$ cat config.mk
export PLATFORM = sky130hd
export DESIGN_NAME = instruction_fetch
export DESIGN_NICKNAME = d
export VERILOG_FILES = /design/src/rtl/riscv_pkg.sv /design/src/rtl/if_id_register.sv /design/src/rtl/instruction_fetch.sv
export SDC_FILE = /design/constraint.sdc
export NUM_CORES = 1
export LEC_CHECK = 0
export ABC_AREA = 1
export BUFFER_PORTS_ARGS = -buffer_cell sky130_fd_sc_hd__buf_2
export CAP_MARGIN = 40
export CORE_ASPECT_RATIO = 0.75
export CORE_MARGIN = 5
export CORE_UTILIZATION = 57
export CTS_CLUSTER_SIZE = 8
export DETAILED_ROUTE_END_ITERATION = 10
export HOLD_SLACK_MARGIN = 0.08
export PLACE_DENSITY = 0.81
export REMOVE_ABC_BUFFERS = 1
export SETUP_SLACK_MARGIN = 0.2
export SLEW_MARGIN = 40
export SYNTH_ARGS = -nofsm -noshare
export SYNTH_HDL_FRONTEND = slang
export SYNTH_SLANG_ARGS = --single-unit
$ cat constraint.sdc
create_clock -name clk -period 4.59 [get_ports clk]
set_input_delay 1.1475 -clock clk [delete_from_list [all_inputs] [get_ports clk]]
set_output_delay 1.1475 -clock clk [all_outputs]
set_load 0.01 [all_outputs]
$ cat src/rtl/riscv_pkg.sv
// Shared fetch-stage types and constants.
//   XLEN      : default PC / address width
//   INSTR_W   : instruction word width
//   CNT_W     : fetch counter width
//   NOP_INSTR : addi x0,x0,0, the value an empty IF/ID entry carries
//   fetch_state_t : BOOT / RUN / FAULT
//   sat_inc() : saturating increment for the fetch counter
package riscv_pkg;

  localparam int unsigned XLEN    = 64;
  localparam int unsigned INSTR_W = 32;
  localparam int unsigned CNT_W   = 32;

  localparam logic [INSTR_W-1:0] NOP_INSTR = 32'h0000_0013;

  typedef enum logic [1:0] {
    BOOT  = 2'd0,
    RUN   = 2'd1,
    FAULT = 2'd2
  } fetch_state_t;

  // Increment that sticks at all-ones instead of wrapping.
  function automatic logic [CNT_W-1:0] sat_inc(input logic [CNT_W-1:0] v);
    return (&v) ? v : v + CNT_W'(1);
  endfunction

endpackage

$ cat src/rtl/if_id_register.sv
// IF/ID pipeline register: holds one fetched instruction for decode.
// Ports:
//   clk, rst_n      : clock, async active-low reset (entry becomes invalid NOP)
//   load_i          : capture instr_i/pc_i/pc_plus4_i and mark valid
//   flush_i         : invalidate the entry (wins over load_i)
//   hold_i          : stall; suppresses a load and keeps the entry as is
//   instr_i, pc_i, pc_plus4_i : payload to capture
//   valid_o, instr_o, pc_o, pc_plus4_o : registered entry
module if_id_register
  import riscv_pkg::*;
#(
  parameter int unsigned XLEN = riscv_pkg::XLEN
) (
  input  logic               clk,
  input  logic               rst_n,
  input  logic               load_i,
  input  logic               flush_i,
  input  logic               hold_i,
  input  logic [INSTR_W-1:0] instr_i,
  input  logic [XLEN-1:0]    pc_i,
  input  logic [XLEN-1:0]    pc_plus4_i,
  output logic               valid_o,
  output logic [INSTR_W-1:0] instr_o,
  output logic [XLEN-1:0]    pc_o,
  output logic [XLEN-1:0]    pc_plus4_o
);

  logic               valid_q;
  logic [INSTR_W-1:0] instr_q;
  logic [XLEN-1:0]    pc_q;
  logic [XLEN-1:0]    pc_plus4_q;

  // Flush only drops the valid bit; the stale payload is never observed.
  always_ff @(posedge clk or negedge rst_n) begin
    if (!rst_n) begin
      valid_q    <= 1'b0;
      instr_q    <= NOP_INSTR;
      pc_q       <= '0;
      pc_plus4_q <= '0;
    end else if (flush_i) begin
      valid_q    <= 1'b0;
    end else if (load_i && !hold_i) begin
      valid_q    <= 1'b1;
      instr_q    <= instr_i;
      pc_q       <= pc_i;
      pc_plus4_q <= pc_plus4_i;
    end
  end

  assign valid_o    = valid_q;
  assign instr_o    = instr_q;
  assign pc_o       = pc_q;
  assign pc_plus4_o = pc_plus4_q;

endmodule

$ cat src/rtl/instruction_fetch.sv
// Fetch stage: owns the PC, reads the instruction memory and fills IF/ID.
// Ports:
//   clk, rst_n      : clock, async active-low reset
//   imem_addr       : word index (pc >> 2) into instruction memory
//   imem_data       : instruction word for imem_addr (combinational return)
//   redirect_valid, redirect_pc : branch/jump target from execute
//   id_ready        : decode accepts the IF/ID entry
//   id_valid, id_instr, id_pc, id_pc_plus4 : IF/ID entry toward decode
//   fault, fault_pc : sticky fault flag and the offending address
//   fetch_count     : instructions delivered into IF/ID, saturating
module instruction_fetch
  import riscv_pkg::*;
#(
  parameter int unsigned     XLEN       = riscv_pkg::XLEN,
  parameter logic [XLEN-1:0] RESET_PC   = '0,
  parameter int unsigned     IMEM_WORDS = 32
) (
  input  logic               clk,
  input  logic               rst_n,
  output logic [XLEN-1:0]    imem_addr,
  input  logic [INSTR_W-1:0] imem_data,
  input  logic               redirect_valid,
  input  logic [XLEN-1:0]    redirect_pc,
  input  logic               id_ready,
  output logic               id_valid,
  output logic [INSTR_W-1:0] id_instr,
  output logic [XLEN-1:0]    id_pc,
  output logic [XLEN-1:0]    id_pc_plus4,
  output logic               fault,
  output logic [XLEN-1:0]    fault_pc,
  output logic [CNT_W-1:0]   fetch_count
);

  fetch_state_t      state_q, state_d;
  logic [XLEN-1:0]   pc_q, pc_d;
  logic              fault_q, fault_d;
  logic [XLEN-1:0]   fault_pc_q, fault_pc_d;
  logic [CNT_W-1:0]  count_q, count_d;

  logic              accept;
  logic              out_of_range;
  logic              misaligned;
  logic [XLEN-1:0]   word_idx;
  logic [XLEN-1:0]   pc_plus4;
  logic              ifid_load;
  logic              ifid_flush;

  assign word_idx     = pc_q >> 2;
  assign imem_addr    = word_idx;
  assign pc_plus4     = pc_q + XLEN'(4);
  assign accept       = !id_valid || id_ready;
  assign out_of_range = word_idx >= XLEN'(IMEM_WORDS);
  assign misaligned   = redirect_pc[1:0] != 2'b00;

  // State, PC, fault and counter registers.
  always_ff @(posedge clk or negedge rst_n) begin
    if (!rst_n) begin
      state_q    <= BOOT;
      pc_q       <= RESET_PC;
      fault_q    <= 1'b0;
      fault_pc_q <= '0;
      count_q    <= '0;
    end else begin
      state_q    <= state_d;
      pc_q       <= pc_d;
      fault_q    <= fault_d;
      fault_pc_q <= fault_pc_d;
      count_q    <= count_d;
    end
  end

  // Next-state: redirect beats range fault beats fetch beats stall.
  always_comb begin
    state_d    = state_q;
    pc_d       = pc_q;
    fault_d    = fault_q;
    fault_pc_d = fault_pc_q;
    count_d    = count_q;
    ifid_load  = 1'b0;
    ifid_flush = 1'b0;

    unique case (state_q)
      BOOT: begin
        state_d = RUN;
        if (redirect_valid) begin
          ifid_flush = 1'b1;
          if (misaligned) begin
            state_d    = FAULT;
            fault_d    = 1'b1;
            fault_pc_d = redirect_pc;
          end else begin
            pc_d = redirect_pc;
          end
        end
      end

      RUN: begin
        if (redirect_valid) begin
          // Wrong-path entry is dropped whether or not decode takes it.
          ifid_flush = 1'b1;
          if (misaligned) begin
            state_d    = FAULT;
            fault_d    = 1'b1;
            fault_pc_d = redirect_pc;
          end else begin
            pc_d = redirect_pc;
          end
        end else if (accept && out_of_range) begin
          ifid_flush = 1'b1;
          state_d    = FAULT;
          fault_d    = 1'b1;
          fault_pc_d = pc_q;
        end else if (accept) begin
          ifid_load = 1'b1;
          pc_d      = pc_plus4;
          count_d   = sat_inc(count_q);
        end
      end

      FAULT: begin
        // Terminal until reset; redirects and fetches are ignored.
      end

      default: begin
        state_d = FAULT;
      end
    endcase
  end

  if_id_register #(
    .XLEN (XLEN)
  ) u_if_id (
    .clk        (clk),
    .rst_n      (rst_n),
    .load_i     (ifid_load),
    .flush_i    (ifid_flush),
    .hold_i     (!accept),
    .instr_i    (imem_data),
    .pc_i       (pc_q),
    .pc_plus4_i (pc_plus4),
    .valid_o    (id_valid),
    .instr_o    (id_instr),
    .pc_o       (id_pc),
    .pc_plus4_o (id_pc_plus4)
  );

  assign fault       = fault_q;
  assign fault_pc    = fault_pc_q;
  assign fetch_count = count_q;

endmodule

==> impl_metrics.py <==
metrics = {
    "synthesis": {
        "synth_xor_area_frac": 0.0166,
        "postSynthAreaPerCell_um2": 7.54,
        "synth_top_family_by_area": "simple AND/OR/NAND/NOR gates",
        "synth_ff_type": "dfrtp_1",
        "synthAdderAreaFrac": 0.00237,
        "async_flop_share": 1.00,
        "ys_seq_area_frac": 0.509,
        "yosysTopAreaCellShare": 0.504,
        "synthSimpleGateAreaFrac": 0.297,
        "ys_types": 42,
        "ys_top_cells_by_count": "nand2_1 (757), dfrtp_1 (319), inv_1 (278)",
        "yosysWarnings": 0,
        "synth_compound_area_frac": 0.0760,
        "ys_seq_elements": 322,
        "synth_mux_area_frac": 0,
        "synth_area_leaders": "dfrtp_1 (50%), nand2_1 (18%), inv_1 (6.6%), nor2_1 (6.2%), o21ai_0 (3.3%)",
        "yosysMostFrequentCell": "nand2_1",
        "synth-edff-count": 0,
        "syn_area_mm2": 0.0158,
        "yosysTopAreaCell": "dfrtp_1",
        "syn-instance-count": 2100,
    },
    "floorplanning": {
        "dieWidth_um": 202,
        "rows": 52,
        "initial_core_util": 0.582,
        "die_height_um": 154,
        "boundaryPins": 422,
        "core_mm2": 0.0272,
        "dieArea_mm2": 0.0312,
    },
    "place": {
        "io_buffers": 419,
        "dpl-instance-area_mm2": 0.0181,
        "dp_cells": 2801,
        "post-dp-hpwl_um": 36100,
        "place_congestion": 0.968,
    },
    "worst_setup_path": {
        "critPathLaunchType": "primary input",
        "cp_max_fo": 29,
        "r2r_start": "state_q[1]",
        "end_kind": "register",
        "crit_path_start": "redirect_valid",
        "required_ns": 5.07,
        "worst-endpoint-arrival_ns": 3.37,
        "path_class": "in2reg",
    },
    "detailed_routing": {
        "drt_wl_total_um": 50000,
        "ant_nets": 0,
        "wl_per_cell_um": 17.4,
        "drcViolationCount": 0,
        "vias": 15200,
        "drtPass1Iterations": 5,
        "via_per_inst": 5.31,
        "drt_iter0_markers": 1285,
    },
    "global_routing": {
        "grt_pass1_wl_um": 79800,
        "grt_max_degree": 167,
        "grt_antenna_before_repair": 11,
        "grt_pass1_vias": 14500,
        "gr-usage-all-layers": 0.315,
        "gr-total-overflow": 0,
    },
    "layout": {
        "nets": 2602,
        "fin_area_mm2": 0.0194,
        "syn2layout_area_growth_pct": 22.5,
        "final_cells": 2869,
        "drive_above_1_share": 0.210,
        "utilization": 0.713,
    },
    "sta": {
        "post-route-period-util": 0.630,
        "hold_ws_ns": 0.442,
        "setup_tns_ns": 0,
        "layout_min_cycle_time_ns": 2.89,
        "finalHoldViolCount": 0,
        "drv_slew": 0,
        "fin_skew_ns": 0.0137,
        "grt_setup_unrepaired": "false",
        "timing.fmax_mhz": 346,
        "final-setup-viol-count": 0,
        "worst_pin_slew_ns": 0.832,
        "slew_headroom": 0.441,
    },
    "pwr": {
        "total_leakage_power_nw": 10.3,
        "p_seq_frac": 0.404,
        "power_density_mw_per_mm2": 508,
        "ir_worst_vdd_mv": 0.291,
        "clkPwrFrac": 0.311,
        "swShare": 0.369,
        "power_frac_comb": 0.285,
        "switching_power_mw": 3.64,
        "internal-power_mw": 6.22,
    },
    "cts": {
        "clkLatencyLatePin_ns": 0.55,
        "clkSlewWorstSetupHoldPaths_ns": 0.05,
        "cts_tree": "built",
        "post_cts_resized": 0,
        "post_cts_buffers": 0,
        "cts.hold.buffers_added": 0,
        "cts-htree-levels": 2,
        "clockBufferDepth": 3,
        "clockRootBuffer": "clkbuf_16",
        "cts_buffers": 46,
        "cts_num_sinks": 322,
    },
    "min_path": {
        "hp-class": "in2async",
    },
    "run_status": {
        "outcome": "finished clean",
    },
    "run": {
        "cap_violations": 0,
    },
}
power by group through the flow:
stage,clock network (mW),registers (mW),logic (mW)
2_1_floorplan,0,4.09,1.35
3_3_place_gp,0,3.98,2.70
3_5_place_dp,0,4.00,2.79
4_1_cts,3.11,3.96,2.81
5_1_grt,3.25,4.05,3.14
6_report,3.06,3.98,2.81
through the flow:
step	worst slack [ns]	total power [mW]
global placement	1.22	6.68
global route	1.47	10.4
floorplan	-0.373	5.44
finish	1.70	9.85
CTS	1.70	9.88
detailed placement	1.17	6.78
flip-flops by register name, indices dropped and copies added, names as in the netlist:
signal	count
u_if_id.instr_o	32
u_if_id.pc_o	62
u_if_id.pc_plus4_o	64
pc_q	64
fetch_count	32
state_q	2
fault	1
u_if_id.valid_o	1
fault_pc	64
cell usage in the layout, fill, tap and decap left out, types with 9 or more instances in the layout:
cell	count
buf_2	418
inv_1	278
nand4_1	27
o21ai_1	44
nand2_1	757
nor2_1	260
clkbuf_1	9
xor2_1	23
nand3_1	65
clkbuf_16	47
nor3_1	17
o22ai_1	34
dfrtp_1	319
buf_4	10
o21ai_0	103
worst max-delay path: stages:
cell     delay [ns]
buf_2          0.12
inv_1          0.11
nand2_2        0.36
nand2_2        0.32
inv_2          0.48
buf_4          0.46
nand2_1        0.08
o21ai_0        0.10
nand2_1        0.08
nand2_1        0.11
metal layers:
layer  global-route usage  vias up  wire, um
li1                     -     7273         -
met5                    0        -        36
met3               0.0710      109      4650
met2                0.491      704     23000
met4                0.106        6      1530
met1                0.443     7154     20800
area by class of cell:
cell class / count / area [um2]
flip-flops and latches: 322 / 8060
fillers: 2255 / 7800
multi-input cells: 1411 / 6220
repair buffers: 435 / 2320
clock buffers: 56 / 1210
inverters: 283 / 1060
well taps: 351 / 439
clock inverters: 3 / 62.6
diodes: 8 / 20.0
cell families after synthesis:
kind of cell             after synthesis
flip-flops                           322
XOR/XNOR                              30
AO/OA/AOI/OAI                        213
adder cells (fa/ha/maj)                3
AND/OR/NAND/NOR                     1163
buffers and inverters                368
other                                  1
worst paths after layout:
kind	end	slack, ns	depth (start not counted)
worst max-delay path	fault_pc[14]	1.70	10
worst min-delay path	fault_pc[52]	0.44	1
worst max register to register	pc_q[55]	1.92	8
worst min register to register	u_if_id.instr_o[28]	0.46	2
max in group asynchronous	pc_q[5]	2.98	3
min in group clk	u_if_id.instr_o[28]	0.46	2
Note: power is estimated with default switching activity, not from simulation.
